### config.mk
export PLATFORM = sky130hd
export DESIGN_NAME = btn_conditioner
export DESIGN_NICKNAME = d
export VERILOG_FILES = /design/src/rtl/btn_pkg.sv /design/src/rtl/btn_debounce.sv /design/src/rtl/btn_conditioner.sv
export SDC_FILE = /design/constraint.sdc
export NUM_CORES = 1
export LEC_CHECK = 0
export BUFFER_PORTS_ARGS = -buffer_cell sky130_fd_sc_hd__buf_4
export CAP_MARGIN = 20
export CORE_MARGIN = 5
export CORE_UTILIZATION = 40
export CTS_CLUSTER_SIZE = 20
export DETAILED_ROUTE_END_ITERATION = 10
export PLACE_DENSITY = 0.56
export SLEW_MARGIN = 20
export SYNTH_ARGS = -nofsm -noshare
export SYNTH_HDL_FRONTEND = slang
export SYNTH_SLANG_ARGS = --single-unit
### constraint.sdc
create_clock -name CLK -period 10.04 [get_ports CLK]
set_input_delay 2.008 -clock CLK [delete_from_list [all_inputs] [get_ports CLK]]
set_output_delay 2.008 -clock CLK [all_outputs]
set_load 0.1 [all_outputs]
### src/rtl/btn_pkg.sv
// Shared constants for the time-set push-button conditioning slice.
package btn_pkg;

  localparam int unsigned BTN_INC   = 0;
  localparam int unsigned BTN_DEC   = 1;
  localparam int unsigned BTN_LEFT  = 2;
  localparam int unsigned BTN_RIGHT = 3;

  localparam logic [1:0] ST_IDLE   = 2'd0;
  localparam logic [1:0] ST_WAIT   = 2'd1;
  localparam logic [1:0] ST_REPEAT = 2'd2;

  // Counter width able to hold n-1, never narrower than one bit.
  function automatic int unsigned cnt_w(input int unsigned n);
    return (n < 2) ? 1 : $clog2(n);
  endfunction

endpackage

### src/rtl/btn_debounce.sv
// One button: 2-FF synchroniser, stability counter and registered rising-edge event.
module btn_debounce
  import btn_pkg::*;
#(
  parameter int unsigned DEBOUNCE_CYCLES = 50000
) (
  input  logic CLK,
  input  logic RESET,
  input  logic raw,
  output logic level,
  output logic press_evt
);

  localparam int unsigned CW = cnt_w(DEBOUNCE_CYCLES);
  localparam logic [CW-1:0] CNT_LAST = CW'(DEBOUNCE_CYCLES - 1);

  logic [1:0]    r_sync;
  logic          r_level;
  logic          r_press;
  logic [CW-1:0] r_cnt;

  always_ff @(posedge CLK or posedge RESET) begin
    if (RESET) begin
      r_sync  <= '0;
      r_level <= 1'b0;
      r_press <= 1'b0;
      r_cnt   <= '0;
    end else begin
      r_sync  <= {r_sync[0], raw};
      r_press <= 1'b0;
      if (r_sync[1] == r_level) begin
        r_cnt <= '0;
      end else if (r_cnt == CNT_LAST) begin
        // Level flip and press event land on the same edge.
        r_level <= r_sync[1];
        r_press <= r_sync[1];
        r_cnt   <= '0;
      end else begin
        r_cnt <= r_cnt + CW'(1);
      end
    end
  end

  assign level     = r_level;
  assign press_evt = r_press;

endmodule

### src/rtl/btn_conditioner.sv
// Turns the four raw time-set buttons into registered single-cycle pulses,
// with hold-to-repeat on inc/dec and mutual masking within each pair.
module btn_conditioner
  import btn_pkg::*;
#(
  parameter int unsigned DEBOUNCE_CYCLES = 50000,
  parameter int unsigned REPEAT_DELAY    = 25000000,
  parameter int unsigned REPEAT_RATE     = 5000000
) (
  input  logic       CLK,
  input  logic       RESET,
  input  logic       enable,
  input  logic       btn_inc_raw,
  input  logic       btn_dec_raw,
  input  logic       btn_left_raw,
  input  logic       btn_right_raw,
  output logic       inc,
  output logic       dec,
  output logic       left,
  output logic       right,
  output logic [3:0] btn_level
);

  localparam int unsigned RPT_MAX = (REPEAT_DELAY > REPEAT_RATE) ? REPEAT_DELAY : REPEAT_RATE;
  localparam int unsigned TW      = cnt_w(RPT_MAX);
  localparam logic [TW-1:0] DELAY_LD = TW'(REPEAT_DELAY - 1);
  localparam logic [TW-1:0] RATE_LD  = TW'(REPEAT_RATE - 1);

  logic [3:0] w_raw;
  logic [3:0] w_level;
  logic [3:0] w_press;
  logic [1:0] w_rep_cand;
  logic [3:0] w_cand;
  logic [3:0] r_out;

  assign w_raw = {btn_right_raw, btn_left_raw, btn_dec_raw, btn_inc_raw};

  for (genvar gb = 0; gb < 4; gb++) begin : g_btn
    btn_debounce #(
      .DEBOUNCE_CYCLES(DEBOUNCE_CYCLES)
    ) u_db (
      .CLK      (CLK),
      .RESET    (RESET),
      .raw      (w_raw[gb]),
      .level    (w_level[gb]),
      .press_evt(w_press[gb])
    );
  end

  for (genvar gi = 0; gi < 2; gi++) begin : g_rpt
    logic [1:0]    r_state;
    logic [TW-1:0] r_timer;

    assign w_rep_cand[gi] = enable &&
      (((r_state == ST_IDLE) && w_press[gi]) ||
       (((r_state == ST_WAIT) || (r_state == ST_REPEAT)) && w_level[gi] && (r_timer == '0)));

    always_ff @(posedge CLK or posedge RESET) begin
      if (RESET) begin
        r_state <= ST_IDLE;
        r_timer <= '0;
      end else if (!enable) begin
        r_state <= ST_IDLE;
        r_timer <= '0;
      end else begin
        case (r_state)
          ST_IDLE: begin
            if (w_press[gi]) begin
              r_timer <= DELAY_LD;
              r_state <= ST_WAIT;
            end
          end
          ST_WAIT, ST_REPEAT: begin
            if (!w_level[gi]) begin
              r_state <= ST_IDLE;
            end else if (r_timer == '0) begin
              r_timer <= RATE_LD;
              r_state <= ST_REPEAT;
            end else begin
              r_timer <= r_timer - TW'(1);
            end
          end
          default: r_state <= ST_IDLE;
        endcase
      end
    end
  end

  assign w_cand[BTN_INC]   = w_rep_cand[BTN_INC];
  assign w_cand[BTN_DEC]   = w_rep_cand[BTN_DEC];
  assign w_cand[BTN_LEFT]  = enable & w_press[BTN_LEFT];
  assign w_cand[BTN_RIGHT] = enable & w_press[BTN_RIGHT];

  // Coincident requests within a pair cancel; FSMs above are unaffected.
  always_ff @(posedge CLK or posedge RESET) begin
    if (RESET) begin
      r_out <= '0;
    end else begin
      r_out[BTN_INC]   <= w_cand[BTN_INC]   & ~w_cand[BTN_DEC];
      r_out[BTN_DEC]   <= w_cand[BTN_DEC]   & ~w_cand[BTN_INC];
      r_out[BTN_LEFT]  <= w_cand[BTN_LEFT]  & ~w_cand[BTN_RIGHT];
      r_out[BTN_RIGHT] <= w_cand[BTN_RIGHT] & ~w_cand[BTN_LEFT];
    end
  end

  assign inc       = r_out[BTN_INC];
  assign dec       = r_out[BTN_DEC];
  assign left      = r_out[BTN_LEFT];
  assign right     = r_out[BTN_RIGHT];
  assign btn_level = w_level;

endmodule
# [Word level (Yosys, flattened, before mapping)]
# Cells that the tools add are included.
# Widths: inputs -> output; s select.
[op_classes] addsub=6 eq_ne=20 mux=36 n_bitwise=14 reduce_logical=26
[ops] op="$mux 25" count=8
[ops] op="$mux 16" count=8
[ops] op="$pmux 25 s2" count=2
[ops] op="$add 16x1->16 const B" count=4
[ops] op="$eq 16x16->1 const B" count=4
[ops] op="$logic_not 25->1" count=2
[ops] op="$sub 25x1->25 const B" count=2
[ops] op="$mux 2" count=8
[ops] op="$ne 3x2->1 const B" count=4
[ops] op="$reduce_and 2->1" count=6
[ops] op="$logic_and 1x1->1" count=8
[ops] op="$mux 1" count=8
[ops] op="$ne 4x4->1 const B" count=2
[ops] op="$not 1->1" count=8
[ops] op="$pmux 2 s2" count=2
[ops] op="$and 1x1->1" count=6
[ops] op="$ne 3x1->1 const B" count=2
[ops] op="$reduce_and 3->1" count=2
[ops] op="$eq 1x1->1" count=4
[ops] op="$eq 2x1->1 const B" count=2
[ops] op="$eq 2x2->1 const B" count=2
[ops] op="$logic_not 2->1" count=2
[ops] op="$logic_or 1x1->1" count=4
[ops] op="$reduce_or 2->1" count=2
[totals] register_bits=138 input_bits=7 output_inout_bits=8

# [Depth between registers and ports, before layout]
# Gate-level depths: netlist of the first run.
[logic_depth] word_depth=8 mapped_depth=9 depth_no_buf=7

# [Hierarchy]
# A second synthesis of the first run with hierarchy kept.
[unflattened] hier_cells=774 hier_area_um2=7440.9
[modules_own_cells] mod="btn_debounce" instances=4 cells_per_inst=92 area_each_um2=972.2 seq_area_each_um2=500.5
[modules_own_cells] mod="btn_conditioner" instances=1 cells_per_inst=406 area_each_um2=3552.2 seq_area_each_um2=1451.4

# [Worst setup path after synthesis of the first run]
# Ideal clock, no wire load.
[synth_path] kind="input to register" start="input enable" end="register g_rpt[1].r_timer[0]" t_arrival_ns=3.052 required_ns=9.961 slack_ns=6.909 cell_stages=5 path_buffers=3 path_cell_list="clkbuf_1 > clkbuf_1 > clkbuf_1 > o21ai_0 > a21oi_1"
[synth_between] elab_chain_len=2
[synth_lines] element="start, declared" line_no="btn_conditioner.sv:12" text="input logic enable,"
[synth_lines] element="$ne 3x2->1 (no source line) / $ne 3x1->1 (equally long branches)"
[synth_lines] element="$reduce_and 3->1 (no source line)"
[synth_lines] element="end signal, assigned" line_no="btn_conditioner.sv:80" text="r_timer <= r_timer - TW'(1);"
[synth_lines] element="end, declared" line_no="btn_conditioner.sv:52" text="logic [TW-1:0] r_timer;"
# Parallel ways exist; a longest one is shown, timed or not.
# A chain may end at the register's enable or synchronous reset.

# [Worst setup path after layout of the first run]
[layout_path] start="register g_btn[1].u_db.r_level" end="output btn_level[1]"
[layout_rtl] element="start, declared" line_no="btn_debounce.sv:18" text="logic r_level;"
[layout_rtl] element="start signal, assigned" line_no="btn_debounce.sv:35" text="r_level <= r_sync[1];"
[layout_rtl] element="end, declared" line_no="btn_conditioner.sv:21" text="output logic [3:0] btn_level"
# No word-level cell between the ends.

==> summary.txt, run 1 <==
Status
  – Status: completed

Final layout
  – Relative area change from synthesis to final layout: 11.9%
  – Layout filler cell count: 1618
  – Count of placed standard cells in the final layout, fillers left out: ~970
  – Antenna diode count: 0
  – Final net count: roughly 750
  – Final design utilization: 45.4%
  – Layout cell share with drive strength beyond 1: between 10% and 20%

Yosys
  – Netlist cell types: 60
  – Ranking of synthesized cells by area: sky130_fd_sc_hd__dfrtp_1, sky130_fd_sc_hd__nor2_1, sky130_fd_sc_hd__xor2_1
  – Mean cell area of the mapped netlist: 9.71 sq um
  – Number of synthesis warnings: 0
  – Number of synthesized flops with an enable pin: 0
  – Dominant synthesized flop cell: sky130_fd_sc_hd__dfrtp_1
  – Top-area cell type share of the netlist area: 49.4%
  – Net count after synthesis: 737
  – Largest area contributor in the synthesized netlist: sky130_fd_sc_hd__dfrtp_1
  – Gate count after technology mapping: 720
  – #FFs+latches synth: 138
  – Share of flip-flops with an asynchronous set or reset after synthesis: 100%
  – Mapped cell area: 0.00699 sq mm
  – Portion of the post-synthesis area used by sequential elements: 49.4%

Worst hold path
  – Min-delay src: g_btn[3].u_db.r_sync[0]
  – Hold crit path type: reg -> reg
  – Instance count along the most critical hold path: 0
  – Worst-case hold path end point: g_btn[3].u_db.r_sync[1]

Route
  – Drt wl/cell: 15.4 um
  – Final Routed Wirelength: 14.9 mm
  – Antenna violation net count after detailed routing: 0
  – Number of optimization iterations in the first detailed-route pass: 5
  – First DRT Iteration DRCs: 368
  – Average vias per placed instance: 5.53
  – Number of remaining DRC errors: 0
  – Routed via count: 5340

Setup path
  – Gate family responsible for the most delay along the worst path: flip-flops
  – Worst-case register-to-register setup slack: 7.00 ns
  – Crit path max-delay cell type: sky130_fd_sc_hd__dfrtp_1
  – Largest stage delay, worst path: roughly 0.50 ns
  – Worst reg2reg startpoint: g_rpt[1].r_state[1]
  – Endpoint kind of the worst setup timing path: output pin
  – WP data arrival: approximately 1.3 ns
  – Cells along the critical path: buf_4
  – Type of the worst setup path: reg -> out
  – Critical path buffer and inverter count: 1
  – Critical register-to-register path endpoint: g_rpt[1].r_timer[22]
  – Worst reg-to-reg path cell count: 7
  – Data required, critical path: 8.03 ns
  – Crit path max fanout: 7
  – Kind of launch point of the worst setup path: register

STA
  – Final count of negative-setup-slack endpoints: 0
  – Final Hold Viols: 0
  – Min Clock Period, post-route: 3.29 ns
  – Actual slew at the worst max-slew pin: 0.941 ns
  – Sum of negative setup slack: 0 ns
  – Worst Clk Skew: 0.0113 ns
  – Hold Worst Slack: 0.350 ns
  – Final Max Slew Viols: 0
  – Period utilisation layout: between 30% and 40%
  – RSZ-0062 raised after global routing: false
  – Maximum achievable frequency: 304 MHz
  – Max-Slew Margin vs Limit: 37.3%

GRT
  – Total congestion overflow after global routing: 0
  – Wire length of the first global-routing pass: about 26 mm
  – Total routing usage reported by global routing: 15.7%
  – Number of antenna violations at the first check in global routing: 0
  – Maximum number of pins on one net before global-route repair: 75
  – Via count of the first global-routing pass: around 5300

Clock network
  – Clock tree from TritonCTS: built
  – Number of post-CTS setup repair buffers: 0
  – Buffers from clock root to sink, at most: 2
  – Post_cts resized: 0
  – Post-CTS Hold Fix Bufs: 0
  – Sinks on the clock net: 138
  – CTS Root Buffer Type: sky130_fd_sc_hd__clkbuf_16
  – Insertion delay to the later sink of the worst-skew pair: 0.43 ns
  – Clock edge transition at the registers on the reported setup and hold paths: ~0.07 ns
  – Number of buffers created by CTS: 17
  – Total number of H-tree levels: 4

Power and ir drop
  – Worst IR drop on VDD: 151 uV
  – Final Power: 1.85 mW
  – Leakage dissipation: 3.40 nW
  – Power density cells: 237 mW/mm^2

Floorplanning
  – Die height: 142 um
  – Die X: roughly 140 um
  – Core ar.: 0.0172 sq mm
  – Die Area: about 0.02 sq mm
  – Number of primary I/O pins: 15
  – Initial Util: approximately two fifths
  – Placement row count: between 40 and 50

Placement
  – Final estimated routing congestion in global placement: 0.805
  – Port bufs: 14
  – DPL Wire Length: 10.1 mm
  – Total instance count after detailed placement: 934

Job
  – Total of max-cap violations: 0
-- cells in the mapped netlist (10+ instances only) --
| library cell | number |
|---|---|
| sky130_fd_sc_hd__a31oi_1 | 12 |
| sky130_fd_sc_hd__or4_1 | 10 |
| sky130_fd_sc_hd__o21a_1 | 11 |
| sky130_fd_sc_hd__nand4_1 | 16 |
| sky130_fd_sc_hd__clkbuf_1 | 19 |
| sky130_fd_sc_hd__nand3_1 | 42 |
| sky130_fd_sc_hd__dfrtp_1 | 138 |
| sky130_fd_sc_hd__o221a_2 | 11 |
| sky130_fd_sc_hd__xor2_1 | 42 |
| sky130_fd_sc_hd__nor2_1 | 112 |
| sky130_fd_sc_hd__a21oi_1 | 24 |
| sky130_fd_sc_hd__nand2_1 | 61 |
| sky130_fd_sc_hd__nor4_1 | 11 |
| sky130_fd_sc_hd__and3_1 | 20 |
| sky130_fd_sc_hd__nor3_1 | 24 |
| sky130_fd_sc_hd__ha_1 | 10 |
| sky130_fd_sc_hd__inv_1 | 17 |
| sky130_fd_sc_hd__o21ai_0 | 16 |
| sky130_fd_sc_hd__xnor2_1 | 28 |
-- sequential cells by signal, summed over array words and instances, names as in the netlist --
signal,flops
r_out,4
g_btn.u_db.level,4
g_btn.u_db.press_evt,4
g_btn.u_db.r_sync,8
g_rpt.r_timer,50
g_btn.u_db.r_cnt,64
g_rpt.r_state,4
-- layer usage --
metal / vias up / share of wire [%] / wire length [um] / track usage (%)
met4: 0 / 1.1 / 157 / 5.10
met2: 100 / 48 / 7080 / 24.9
met5: - / 0 / 0 / 0
li1: 2593 / - / - / -
met1: 2634 / 46 / 6910 / 20.8
met3: 13 / 5.1 / 754 / 4.57
-- layout make-up --
type / instances / area, sq um / share of cell area (%)
flip-flops and latches: 138 / 3450 / 44.1
multi-input cells: 538 / 3350 / 42.8
clock buffers: 18 / 439 / 5.61
well taps: 225 / 282 / 3.60
repair buffers: 16 / 120 / 1.53
clock inverters: 14 / 114 / 1.45
inverters: 17 / 68.8 / 0.879
-- power breakdown --
part	switching (mW)	internal, mW
registers	0.0578	0.611
logic	0.394	0.209
clock network	0.255	0.327
-- metrics by stage --
stage	worst slack [ns]	area, sq um
4_1_cts	6.71	7830
3_3_place_gp	6.34	7270
5_1_grt	6.63	7830
2_1_floorplan	4.34	6990
6_report	6.75	7830
3_5_place_dp	6.31	7270
-- layout by cell type, fill, tap and decap left out, types with 4 or more instances in the layout --
cell type	instances
sky130_fd_sc_hd__nor3b_1	6
sky130_fd_sc_hd__or2_2	5
sky130_fd_sc_hd__o221a_2	11
sky130_fd_sc_hd__or4_1	10
sky130_fd_sc_hd__o31ai_1	4
sky130_fd_sc_hd__inv_6	5
sky130_fd_sc_hd__a31oi_1	12
sky130_fd_sc_hd__nor4_1	11
sky130_fd_sc_hd__nor4b_1	4
sky130_fd_sc_hd__xnor2_1	28
sky130_fd_sc_hd__nor2_1	112
sky130_fd_sc_hd__o21a_1	11
sky130_fd_sc_hd__mux2_2	4
sky130_fd_sc_hd__inv_1	16
sky130_fd_sc_hd__nor3_2	4
sky130_fd_sc_hd__ha_1	10
sky130_fd_sc_hd__xor2_1	42
sky130_fd_sc_hd__nor3_1	24
sky130_fd_sc_hd__nand4b_1	4
sky130_fd_sc_hd__or3_1	6
sky130_fd_sc_hd__buf_4	16
sky130_fd_sc_hd__dfrtp_1	138
sky130_fd_sc_hd__a21oi_1	24
sky130_fd_sc_hd__nand2_1	61
sky130_fd_sc_hd__nand3_1	42
sky130_fd_sc_hd__and3_1	20
sky130_fd_sc_hd__clkbuf_16	17
sky130_fd_sc_hd__clkinv_4	4
sky130_fd_sc_hd__o21ai_0	16
sky130_fd_sc_hd__nand4_1	16
-- logic make-up (layout without fill, tap and decap cells) --
logic type               Yosys count  count (layout)  synth area share, %
flip-flops                       138             138                 49.4
adder cells (fa/ha/maj)           10              10                 1.79
multiplexers                       6               6                0.930
AO/OA/AOI/OAI                    109             109                 11.4
AND/OR/NAND/NOR                  343             343                 25.0
XOR/XNOR                          70              70                 8.77
buffers and inverters             44              65                 2.74
-- worst max path at each step --
| stage | startpoint | end | slack, ns | depth (start not counted) |
|---|---|---|---|---|
| after detailed placement | enable | g_rpt[1].r_timer[23] | 6.31 | 5 |
| final | g_btn[1].u_db.level | btn_level[1] | 6.75 | 1 |
| after global routing | enable | g_rpt[1].r_timer[23] | 6.63 | 5 |
| after CTS | g_btn[1].u_db.level | btn_level[1] | 6.71 | 1 |
| after floorplan | RESET | g_btn[0].u_db.level | 4.34 | 1 |
| after global placement | enable | g_rpt[1].r_timer[23] | 6.34 | 5 |
No activity file was read; power rests on OpenSTA's default activity.
==> inputs of run 2 (changes only) <==
--- a/config.mk
+++ b/config.mk
@@ -5,13 +5,14 @@
 export SDC_FILE = /design/constraint.sdc
 export NUM_CORES = 1
 export LEC_CHECK = 0
+export ABC_AREA = 1
 export BUFFER_PORTS_ARGS = -buffer_cell sky130_fd_sc_hd__buf_4
 export CAP_MARGIN = 20
 export CORE_MARGIN = 5
 export CORE_UTILIZATION = 40
 export CTS_CLUSTER_SIZE = 20
 export DETAILED_ROUTE_END_ITERATION = 10
-export PLACE_DENSITY = 0.56
+export PLACE_DENSITY = 0.58
 export SLEW_MARGIN = 20
 export SYNTH_ARGS = -nofsm -noshare
 export SYNTH_HDL_FRONTEND = slang
==> constraint.sdc (replaced) <==
create_clock -name CLK -period 2.9 [get_ports CLK]
set_input_delay 0.58 -clock CLK [delete_from_list [all_inputs] [get_ports CLK]]
set_output_delay 0.58 -clock CLK [all_outputs]
set_load 0.1 [all_outputs]
==> summary.txt, run 2 <==
STA
  – Min Clock Period, post-route: 2.14 ns
  – Actual slew at the worst max-slew pin: 0.649 ns (-0.292 ns)
  – Final Hold Viols: 0 (unchanged)
  – Max-Slew Margin vs Limit: 56.7% (+19 points)
  – RSZ-0062 raised after global routing: false
  – Worst Clk Skew: 0.0127 ns (+0.00138 ns)
  – Period utilisation layout: 73.9%
  – Maximum achievable frequency: 466 MHz
  – Final count of negative-setup-slack endpoints: 0 (unchanged)
  – Sum of negative setup slack: 0 ns (unchanged)
  – Final Max Slew Viols: 0 (unchanged)

Yosys
  – Net count after synthesis: 1094 (+48%)
  – #FFs+latches synth: 138 (unchanged)
  – Gate count after technology mapping: 1077 (+50%)
  – Number of synthesized flops with an enable pin: 0 (unchanged)
  – Count leader, synth: sky130_fd_sc_hd__nand2_1
  – Mapped cell area: 0.00787 sq mm (+13%)
  – Share of flip-flops with an asynchronous set or reset after synthesis: 100% (unchanged)
  – Number of synthesis warnings: 0 (unchanged)
  – Adder-cell share of the synthesized area: 1.59% (-0.20 points)
  – Fraction of the mapped netlist area in compound gates: 4.47% (-7.0 points)
  – Mux contribution to synthesized area: 0% (-0.93 points)
  – Top-area cell type share of the netlist area: 43.9% (-5.5 points)
  – Basic-gate share of the synthesized area counting and, or, nand and nor cells: 36.5% (+12 points)
  – Dominant synthesized flop cell: sky130_fd_sc_hd__dfrtp_1
  – Netlist cell types: 36 (-40%)
  – Mean cell area of the mapped netlist: 7.31 sq um (-25%)
  – Most instantiated cells after synthesis: sky130_fd_sc_hd__nand2_1, sky130_fd_sc_hd__nor2_1, sky130_fd_sc_hd__inv_1, sky130_fd_sc_hd__dfrtp_1, sky130_fd_sc_hd__nand3_1
  – Largest area contributor in the synthesized netlist: sky130_fd_sc_hd__dfrtp_1
  – Largest family of logic cells by synthesized area: simple AND/OR/NAND/NOR gates
  – Ranking of synthesized cells by area: sky130_fd_sc_hd__dfrtp_1, sky130_fd_sc_hd__nand2_1, sky130_fd_sc_hd__nor2_1
  – Xor and xnor fraction of the mapped netlist area: 5.23% (-3.5 points)
  – Portion of the post-synthesis area used by sequential elements: 43.9% (-5.5 points)

Floorplanning
  – Die Area: 0.0226 sq mm (+12%)
  – Die height: 150 um (+5.7%)
  – Initial Util: 40.6% (about the same)
  – Placement row count: 51 (+6.3%)
  – Core ar.: 0.0194 sq mm (+13%)
  – Number of primary I/O pins: 15 (unchanged)
  – Die X: 150 um (+5.7%)

Route
  – Number of remaining DRC errors: 0 (unchanged)
  – First DRT Iteration DRCs: 473 (+29%)
  – Drt wl/cell: 12.7 um (-18%)
  – Final Routed Wirelength: 17.5 mm (+17%)
  – Antenna violation net count after detailed routing: 0 (unchanged)
  – Routed via count: 6627 (+24%)
  – Average vias per placed instance: 4.81 (-13%)
  – Number of optimization iterations in the first detailed-route pass: 5 (unchanged)

Setup path
  – Kind of launch point of the worst setup path: register
  – Type of the worst setup path: reg -> reg
  – Endpoint kind of the worst setup timing path: register
  – Worst reg2reg startpoint: g_rpt[0].r_state[0]
  – Crit path max fanout: 18 (+11)
  – Data required, critical path: 3.24 ns (-4.79 ns)
  – Startpoint of the most critical setup path: g_rpt[0].r_state[0]
  – WP data arrival: 2.49 ns (+1.21 ns)

Clock network
  – Clock edge transition at the registers on the reported setup and hold paths: 0.07 ns (about the same)
  – Post_cts resized: 0 (unchanged)
  – Insertion delay to the later sink of the worst-skew pair: 0.42 ns (about the same)
  – Buffers from clock root to sink, at most: 2 (unchanged)
  – Clock tree from TritonCTS: built
  – Number of post-CTS setup repair buffers: 0 (unchanged)
  – Total number of H-tree levels: 4 (unchanged)
  – Post-CTS Hold Fix Bufs: 0 (unchanged)
  – Number of buffers created by CTS: 17 (unchanged)
  – CTS Root Buffer Type: sky130_fd_sc_hd__clkbuf_16
  – Sinks on the clock net: 138 (unchanged)

Final layout
  – Most frequent cells in the layout: sky130_fd_sc_hd__nand2_1, sky130_fd_sc_hd__nor2_1, sky130_fd_sc_hd__inv_1, sky130_fd_sc_hd__dfrtp_1, sky130_fd_sc_hd__nand3_1
  – Final net count: 1118 (+50%)
  – Commonest non-fill, non-tap cell in the layout: sky130_fd_sc_hd__nand2_1
  – Reg with most FFs: g_btn.u_db.r_cnt
  – Layout cell share with drive strength beyond 1: 7.45% (-3.8 points)
  – Layout filler cell count: 2005 (+24%)
  – Largest registers: g_btn.u_db.r_cnt: 64 flops, g_rpt.r_timer: 50 flops, g_btn.u_db.r_sync: 8 flops
  – Relative area change from synthesis to final layout: 12.8%
  – Count of placed standard cells in the final layout, fillers left out: 1379 (+43%)
  – Antenna diode count: 0 (unchanged)
  – Flip-flop count of the largest register, all copies and words added: 64 (unchanged)

GRT
  – Wire length of the first global-routing pass: 30.4 mm (+18%)
  – Total congestion overflow after global routing: 0 (unchanged)
  – Number of antenna violations at the first check in global routing: 0 (unchanged)
  – Via count of the first global-routing pass: 6439 (+22%)
  – Total routing usage reported by global routing: 16.6% (+0.87 points)
  – Maximum number of pins on one net before global-route repair: 56 (-25%)

Power and ir drop
  – Power density cells: 623 mW/mm^2 (+160%)
  – Power spent charging and discharging nets: 1.72 mW (+140%)
  – Comb pwr share: 18.2% (-14 points)
  – Seq pwr share: 40.8% (+4.7 points)
  – Leakage dissipation: 4.20 nW (+23%)
  – Internal Dissipation: 3.81 mW (+230%)
  – Worst IR drop on VDD: 394 uV (+160%)
  – Relative contribution of the clock network to total power: 41.1% (+9.7 points)
  – Switching Share: 31.2% (-7.0 points)

Status
  – Status: completed

Placement
  – Final estimated routing congestion in global placement: 0.902 (+12%)
  – Port bufs: 14 (unchanged)
  – DPL Wire Length: 12.9 mm (+27%)
  – Total instance count after detailed placement: 1347 (+44%)

Worst hold path
  – Hold crit path type: in -> async

Job
  – Total of max-cap violations: 0 (unchanged)
==> run 2: cell types whose count changed in the layout (fill, tap and decap cells not counted), moves of 18 or more <==
cell                      change
sky130_fd_sc_hd__nor2_1      +75
sky130_fd_sc_hd__inv_1      +123
sky130_fd_sc_hd__nand4_1     +18
sky130_fd_sc_hd__and3_1      -18
sky130_fd_sc_hd__nand3_1     +28
sky130_fd_sc_hd__nand2_1    +229
sky130_fd_sc_hd__xnor2_1     -21
==> run 2: critical path, stage by stage (launching register included) <==
cell                       delay, ns
sky130_fd_sc_hd__dfrtp_1        0.34
sky130_fd_sc_hd__inv_1          0.06
sky130_fd_sc_hd__ha_1           0.43
sky130_fd_sc_hd__inv_2          0.16
sky130_fd_sc_hd__nand2_1        0.07
sky130_fd_sc_hd__nand3_1        0.11
sky130_fd_sc_hd__nand2_4        0.14
sky130_fd_sc_hd__nor2_4         0.39
sky130_fd_sc_hd__nand2_2        0.15
sky130_fd_sc_hd__o21ai_0        0.11
sky130_fd_sc_hd__o21bai_1       0.12
==> run 2: power groups by stage <==
stage / clock network [mW] / logic (mW) / registers (mW)
after floorplan: 0 / 0.825 / 2.23
after global placement: 0 / 1.00 / 2.29
after detailed placement: 0 / 1.01 / 2.28
after CTS: 2.34 / 1.01 / 2.25
after global routing: 2.42 / 1.16 / 2.28
final: 2.27 / 1.00 / 2.26
==> run 2: worst paths after layout <==
kind,cells past startpoint,end,slack (ns)
min reg2reg,0,g_btn[0].u_db.r_sync[1],0.35
max in group asynchronous,3,r_out[2],1.95
min,2,g_btn[0].u_db.r_cnt[11],0.25
min in group CLK,1,g_btn[0].u_db.r_sync[0],0.26
max reg2reg,10,g_rpt[0].r_timer[16],0.76
max,10,g_rpt[0].r_timer[16],0.76
==> run 2: layer usage <==
metal  vias to the layer above  track usage (%)  share of wire (%)
met5                         -                0                  0
met4                         0             4.53                1.3
met3                        15             3.76                2.5
met2                        85             27.4                 48
met1                      3087             21.9                 49
li1                       3440                -                  -
==> run 2: cell families (layout without fill, tap and decap cells) <==
kind of cell    after synthesis  in the layout
compound gates               60             60
xor+xnor                     47             47
fa+ha+maj                    10             10
buf+inv                     159            196
flops                       138            138
simple gates                663            663
==> run 2: area by class of cell <==
cell class | instances | area (sq um) | share of cell area (%)
Tap cell | 265 | 332 | 3.74
Inverter | 145 | 548 | 6.18
Clock inverter | 12 | 166 | 1.88
Multi-Input combinational cell | 780 | 3760 | 42.4
Sequential cell | 138 | 3450 | 38.9
Timing Repair Buffer | 19 | 168 | 1.89
Clock buffer | 20 | 447 | 5.03
==> run 2: through the flow <==
step | power (mW) | hold slack (ns) | setup WS [ns] | cell area, sq um | utilization, %
floorplan | 3.06 | 0.331 | 0.599 | 7870 | -
global placement | 3.29 | 0.338 | 0.748 | 8260 | 42.6
detailed placement | 3.29 | 0.341 | 0.698 | 8260 | 42.6
CTS | 5.60 | 0.239 | 0.726 | 8870 | 45.7
global route | 5.87 | 0.230 | 0.495 | 8870 | 45.7
finish | 5.53 | 0.246 | 0.756 | 8870 | 45.7
